File: src/rtl/load_store_unit.sv
// Load/store sequencer: accepts one request, issues word-aligned read beats or lane-positioned write beats, returns one response.
// Build option MISALIGNED_SPLIT_EN: when defined, misaligned accesses are split into beats; otherwise they fault.
`ifndef DATA_BEGIN
`define DATA_BEGIN 32'h0000_1000
`endif
`ifndef DATA_END
`define DATA_END 32'h0000_1FFF
`endif

module load_store_unit #(
    parameter logic [31:0] RANGE_BEGIN = `DATA_BEGIN,
    parameter logic [31:0] RANGE_END   = `DATA_END
) (
    input  logic        clock,
    input  logic        reset,
    input  logic        req_valid,
    output logic        req_ready,
    input  logic        req_write,
    input  logic [2:0]  req_format,
    input  logic [31:0] req_address,
    input  logic [31:0] req_wdata,
    output logic        resp_valid,
    output logic [31:0] resp_rdata,
    output logic        resp_fault,
    output logic        mem_read_enable,
    output logic        mem_write_enable,
    output logic [2:0]  mem_data_format,
    output logic [31:0] mem_address,
    output logic [31:0] mem_write_data,
    input  logic [31:0] mem_read_data
);
    typedef enum logic [1:0] {S_IDLE, S_ISSUE, S_WAIT, S_RESP} state_t;
    state_t state_q, state_d;

    logic        write_q;
    logic [2:0]  fmt_q;
    logic [31:0] addr_q, wdata_q, word0_q, rdata_q;
    logic [1:0]  beat_q, last_beat_q;
    logic        fault_q;

    logic [2:0]  req_size;
    logic [32:0] req_last;
    logic        req_cross, req_fault;
    logic [1:0]  req_last_beat;
`ifndef MISALIGNED_SPLIT_EN
    logic        req_misaligned;
`endif

    always_comb begin
        req_size  = (req_format[1:0] == 2'b00) ? 3'd0 : (req_format[1:0] == 2'b01) ? 3'd1 : 3'd3;
        req_last  = {1'b0, req_address} + {30'b0, req_size};
        req_cross = ({1'b0, req_address[1:0]} + req_size) > 3'd3;
        req_fault = (req_format[1:0] == 2'b11) || (req_address < RANGE_BEGIN) ||
                    req_last[32] || (req_last[31:0] > RANGE_END);
`ifndef MISALIGNED_SPLIT_EN
        req_misaligned = ((req_format[1:0] == 2'b01) && req_address[0]) ||
                         ((req_format[1:0] == 2'b10) && (req_address[1:0] != 2'b00));
        req_fault = req_fault || req_misaligned;
`endif
        // Loads always fetch whole words, so a crossing load is two beats; a store with a
        // three-byte remainder needs a half plus a byte in the next word.
        if (!req_cross)                req_last_beat = 2'd0;
        else if (!req_write)           req_last_beat = 2'd1;
        else if (req_last[1:0] == 2'd2) req_last_beat = 2'd2;
        else                           req_last_beat = 2'd1;
    end

    logic [31:0] word_addr, next_addr, rem_data, w0, w1, shifted, ext;
    logic [1:0]  rem_last;

    always_comb begin
        word_addr = {addr_q[31:2], 2'b00};
        next_addr = word_addr + 32'd4;
        rem_data  = wdata_q >> {3'd4 - {1'b0, addr_q[1:0]}, 3'b000};
        rem_last  = addr_q[1:0] + ((fmt_q[1:0] == 2'b00) ? 2'd0 : (fmt_q[1:0] == 2'b01) ? 2'd1 : 2'd3);
        w0        = (last_beat_q == 2'd1) ? word0_q : mem_read_data;
        w1        = (last_beat_q == 2'd1) ? mem_read_data : 32'h0;
        shifted   = 32'({w1, w0} >> {addr_q[1:0], 3'b000});
        case (fmt_q[1:0])
            2'b00:   ext = fmt_q[2] ? {24'h0, shifted[7:0]}  : {{24{shifted[7]}}, shifted[7:0]};
            2'b01:   ext = fmt_q[2] ? {16'h0, shifted[15:0]} : {{16{shifted[15]}}, shifted[15:0]};
            default: ext = shifted;
        endcase
    end

    always_ff @(posedge clock or posedge reset) begin
        if (reset) state_q <= S_IDLE;
        else       state_q <= state_d;
    end

    always_comb begin
        state_d = state_q;
        case (state_q)
            S_IDLE:  if (req_valid) state_d = req_fault ? S_RESP : S_ISSUE;
            S_ISSUE: if (beat_q == last_beat_q) state_d = write_q ? S_RESP : S_WAIT;
            S_WAIT:  state_d = S_RESP;
            default: state_d = S_IDLE;
        endcase
    end

    always_ff @(posedge clock or posedge reset) begin
        if (reset) begin
            write_q     <= 1'b0;
            fmt_q       <= 3'b0;
            addr_q      <= 32'h0;
            wdata_q     <= 32'h0;
            word0_q     <= 32'h0;
            rdata_q     <= 32'h0;
            beat_q      <= 2'd0;
            last_beat_q <= 2'd0;
            fault_q     <= 1'b0;
        end else begin
            case (state_q)
                S_IDLE: if (req_valid) begin
                    write_q     <= req_write;
                    fmt_q       <= req_format;
                    addr_q      <= req_address;
                    wdata_q     <= req_wdata;
                    beat_q      <= 2'd0;
                    last_beat_q <= req_last_beat;
                    if (req_fault) begin
                        rdata_q <= 32'h0;
                        fault_q <= 1'b1;
                    end
                end
                S_ISSUE: begin
                    beat_q <= beat_q + 2'd1;
                    if (!write_q && beat_q == 2'd1) word0_q <= mem_read_data;
                    if (write_q && beat_q == last_beat_q) begin
                        rdata_q <= 32'h0;
                        fault_q <= 1'b0;
                    end
                end
                S_WAIT: begin
                    rdata_q <= ext;
                    fault_q <= 1'b0;
                end
                default: ;
            endcase
        end
    end

    always_comb begin
        req_ready        = (state_q == S_IDLE);
        resp_valid       = (state_q == S_RESP);
        resp_rdata       = rdata_q;
        resp_fault       = fault_q;
        mem_read_enable  = 1'b0;
        mem_write_enable = 1'b0;
        mem_data_format  = 3'b000;
        mem_address      = 32'h0;
        mem_write_data   = 32'h0;
        if (state_q == S_ISSUE) begin
            if (!write_q) begin
                mem_read_enable = 1'b1;
                mem_data_format = 3'b010;
                mem_address     = (beat_q == 2'd0) ? word_addr : next_addr;
            end else begin
                mem_write_enable = 1'b1;
                case (beat_q)
                    2'd0: begin
                        mem_data_format = {1'b0, fmt_q[1:0]};
                        mem_address     = addr_q;
                        mem_write_data  = wdata_q << {addr_q[1:0], 3'b000};
                    end
                    2'd1: begin
                        mem_data_format = (last_beat_q == 2'd2 || rem_last != 2'd0) ? 3'b001 : 3'b000;
                        mem_address     = next_addr;
                        mem_write_data  = rem_data;
                    end
                    default: begin
                        mem_data_format = 3'b000;
                        mem_address     = next_addr + 32'd2;
                        mem_write_data  = {8'h0, rem_data[23:16], 16'h0};
                    end
                endcase
            end
        end
    end
endmodule

File: config.mk
export PLATFORM = sky130hd
export DESIGN_NAME = load_store_unit
export DESIGN_NICKNAME = d
export VERILOG_FILES = /design/src/rtl/load_store_unit.sv
export SDC_FILE = /design/constraint.sdc
export NUM_CORES = 1
export LEC_CHECK = 0
export ABC_AREA = 1
export CORE_MARGIN = 5
export CORE_UTILIZATION = 57
export DETAILED_ROUTE_END_ITERATION = 12
export PLACE_DENSITY = 0.88
export REMOVE_ABC_BUFFERS = 1
export SYNTH_ARGS = -nofsm -noshare
export SYNTH_HDL_FRONTEND = slang
export SYNTH_SLANG_ARGS = --single-unit
export TNS_END_PERCENT = 10
File: constraint.sdc
create_clock -name clock -period 10.05 [get_ports clock]
set_clock_uncertainty 0.1 [all_clocks]
set_input_delay 1.5075 -clock clock [delete_from_list [all_inputs] [get_ports clock]]
set_output_delay 1.5075 -clock clock [all_outputs]
set_load 0.02 [all_outputs]
==> flow_summary.ini <==
[run_status]
status = finished clean

[synth]
async_flop_share = 1.000
synth_flop_cell = dfrtp_1
synth_edf_count = 0
netlist_area_um2 = 10000
synth_cell_types = 46
syn_avg_cell_area_um2 = 6.336
seq_area_frac_synth = 0.3477
yosysWarningCount = 0
ys_ff_latch = 139
synthesis.instances = 1579

[finish]
final_area_um2 = 12640
area_growth_pct = 26.39
final_common_cell = nand2_1
antenna_cells = 0
fin_cells = 1970
final_cell_mix = 502 x nand2_1, 205 x clkdlybuf4s50_1, 171 x nor2_1, 171 x o21ai_0, 161 x inv_1
fin_util = 0.7336
drive_gt1_frac = 0.04871
fin_nets = 1847

[routing]
drc_errors = 0
avgRoutedWirePerCell_um = 16.83
first_pass_iters = 6
num_vias = 11300
routed_wl_um = 33160
drt_iter0_drc = 978
postRouteAntennaNets = 0
vias_per_cell = 5.738

[timing]
clock.fmax_mhz = 153.6
finalSetupTns_ns = 0
finalMaxSlewViolations = 0
worst_pin_slew_ns = 1.085
rsz0062_at_grt = no
finalCritPeriodShare = 0.6477
maxSlewHeadroom = 0.2742
setup_violations = 0
fin_crit_ns = 6.509
finalHoldViolations = 0

[floorplan]
dieArea_um2 = 20300
fp.dieH_um = 142.5
initial_core_util = 0.5804
ios = 207
core_um2 = 17240
fp.dieW_um = 142.5
rows = 48

[global_routing]
grt_pass1_wl_um = 52830
overflow = 0
grt_pass1_vias = 10620
grt_usage = 0.3232
grt_max_degree = 108
antenna_found_initial = 0

[power_and_ir_drop]
cell_internal_pwr_mw = 1.848
switching_share = 0.5063
power.total_mw = 3.744
vdd_drop_max_mv = 0.1902
p_comb_frac = 0.568
power_leakage_nw = 5.944
power_density_nw_per_um2 = 296.1
p_clk_frac = 0.162
power.switching_mw = 1.895
seqPwrFrac = 0.270

[clock_tree]
ctsResizeCount = 0
clk_pin_slew_worst_paths_ns = 0.07
cts_tree = yes
cts-root-buf = clkbuf_16
insertion_delay_ns = 0.43
cts_max_level = 4
cts_sinks = 139
cts_hold_buf = 0
clockBufferDepth = 2
post_cts_buffers = 0
numCtsBuffers = 17

[critical_path]
path_cells = inv_1, ha_1, nor2_1, inv_1, nor2_1, nor2_1, inv_1, a221oi_1, nor2_1, clkdlybuf4s50_1
startpoint_type = flop
crit_arrival_ns = 4.90
path_common_cell = nor2_1
crit_required_ns = 8.44
slowest_delay_ns = 0.93
r2r_slack_ns = 6.73
worst-path-max-fanout = 31
cpLargestDelayFamily = buffers and inverters
cp_num_buf_inv = 4
worstSetupEndpointType = output port
critPathKind = flop to output port
worst_path_max_delay_cell = dfrtp_1

[placement]
portBuffers = 205
gp_congestion = 0.9786
hpwl_um = 23930
placed_cells = 1938
placed_area_um2 = 12080

[min_path]
hold_class = flop to flop

[run]
max-cap-violations = 0
## cells in the mapped netlist, types with 2 or more instances
cell | instances | area, um2
nand3b_1 | 4 | 30.03
o21ai_0 | 171 | 855.8
buf_2 | 10 | 50.05
a21oi_1 | 79 | 395.4
o21ai_1 | 3 | 15.01
nand3_1 | 99 | 495.5
buf_1 | 4 | 15.01
a31oi_1 | 11 | 68.82
or2_2 | 4 | 25.02
buf_4 | 2 | 15.01
nor2_4 | 2 | 22.52
ha_1 | 11 | 137.6
mux2i_1 | 2 | 20.02
nand2_1 | 504 | 1892
a311oi_1 | 2 | 17.52
o211ai_1 | 10 | 75.07
nor3_1 | 16 | 80.08
inv_2 | 3 | 11.26
nor2_1 | 171 | 641.9
a221oi_1 | 7 | 61.31
xor2_1 | 3 | 26.28
clkinv_1 | 5 | 18.77
nand4_1 | 4 | 25.02
o221ai_1 | 16 | 140.1
a22oi_1 | 10 | 75.07
buf_6 | 3 | 33.78
nand2_2 | 16 | 100.1
o31ai_1 | 2 | 15.01
dfrtp_1 | 139 | 3478
o22ai_1 | 16 | 100.1
a211oi_1 | 4 | 30.03
o211a_1 | 2 | 20.02
inv_1 | 162 | 608.1
nor2_2 | 11 | 68.82
clkbuf_1 | 60 | 225.2
## per-layer routing
layer  routed length [um]  vias up  global-route usage
li1                     -     5444                   -
met1                13410     5157              0.4271
met2                15480      607              0.5247
met3                 2957       96             0.05444
met4                 1315        0              0.1406
met5                    0        -                   0
## cell type report
type	instances	area, um2
repair buffers	213	2112
multi-input cells	1191	5560
well taps	225	281.5
inverters	170	643.1
clock buffers	18	439.2
fillers	1442	4592
flip-flops and latches	139	3480
clock inverters	14	128.9
## through the flow
step	hold WS [ns]	worst slack, ns
3_5_place_dp	0.3570	4.119
3_3_place_gp	0.3547	4.312
2_1_floorplan	0.3479	3.615
5_1_grt	0.3895	3.293
6_report	0.3708	3.541
4_1_cts	0.3738	3.664
## sequential cells by signal, summed over array words and instances, names as in the netlist
register / cells
resp_rdata: 32
word0_q: 32
fmt_q: 3
state_q: 2
addr_q: 32
resp_fault: 1
write_q: 1
wdata_q: 32
last_beat_q: 2
beat_q: 2
## final timing paths
path / from / end / cells after the start
worst max-delay path: addr_q[1] / mem_write_data[5] / 10
worst min-delay path: resp_rdata[26] / resp_rdata[26] / 2
worst max register to register: last_beat_q[1] / resp_rdata[24] / 14
worst min register to register: resp_rdata[26] / resp_rdata[26] / 2
max in group asynchronous: reset / addr_q[0] / 3
min in group asynchronous: reset / wdata_q[1] / 2
## worst reg2reg max path: cells and delay by family (launching register included)
kind | cells | cell delay (ns)
simple gates | 10 | 1.32
flops | 1 | 0.40
buf+inv | 3 | 1.26
compound gates | 1 | 0.13
## power groups by stage
stage	clock network, mW	registers [mW]	logic, mW
2_1_floorplan	0	1.04	1.30
3_3_place_gp	0	0.995	2.04
3_5_place_dp	0	1.01	2.08
4_1_cts	0.608	1.00	2.10
5_1_grt	0.633	1.04	2.34
6_report	0.605	1.01	2.13
## cells by family (layout without fill, tap and decap cells)
family	count (synthesis)	in the layout	share of synthesized area
multiplexers	2	2	0.002001
XOR/XNOR	3	3	0.002627
AO/OA/AOI/OAI	337	337	0.1905
other	1	1	0.0003748
adder cells (fa/ha/maj)	12	12	0.01576
flip-flops	139	139	0.3477
AND/OR/NAND/NOR	836	836	0.3434
buffers and inverters	249	415	0.09767
No activity file was read; power rests on OpenSTA's default activity.
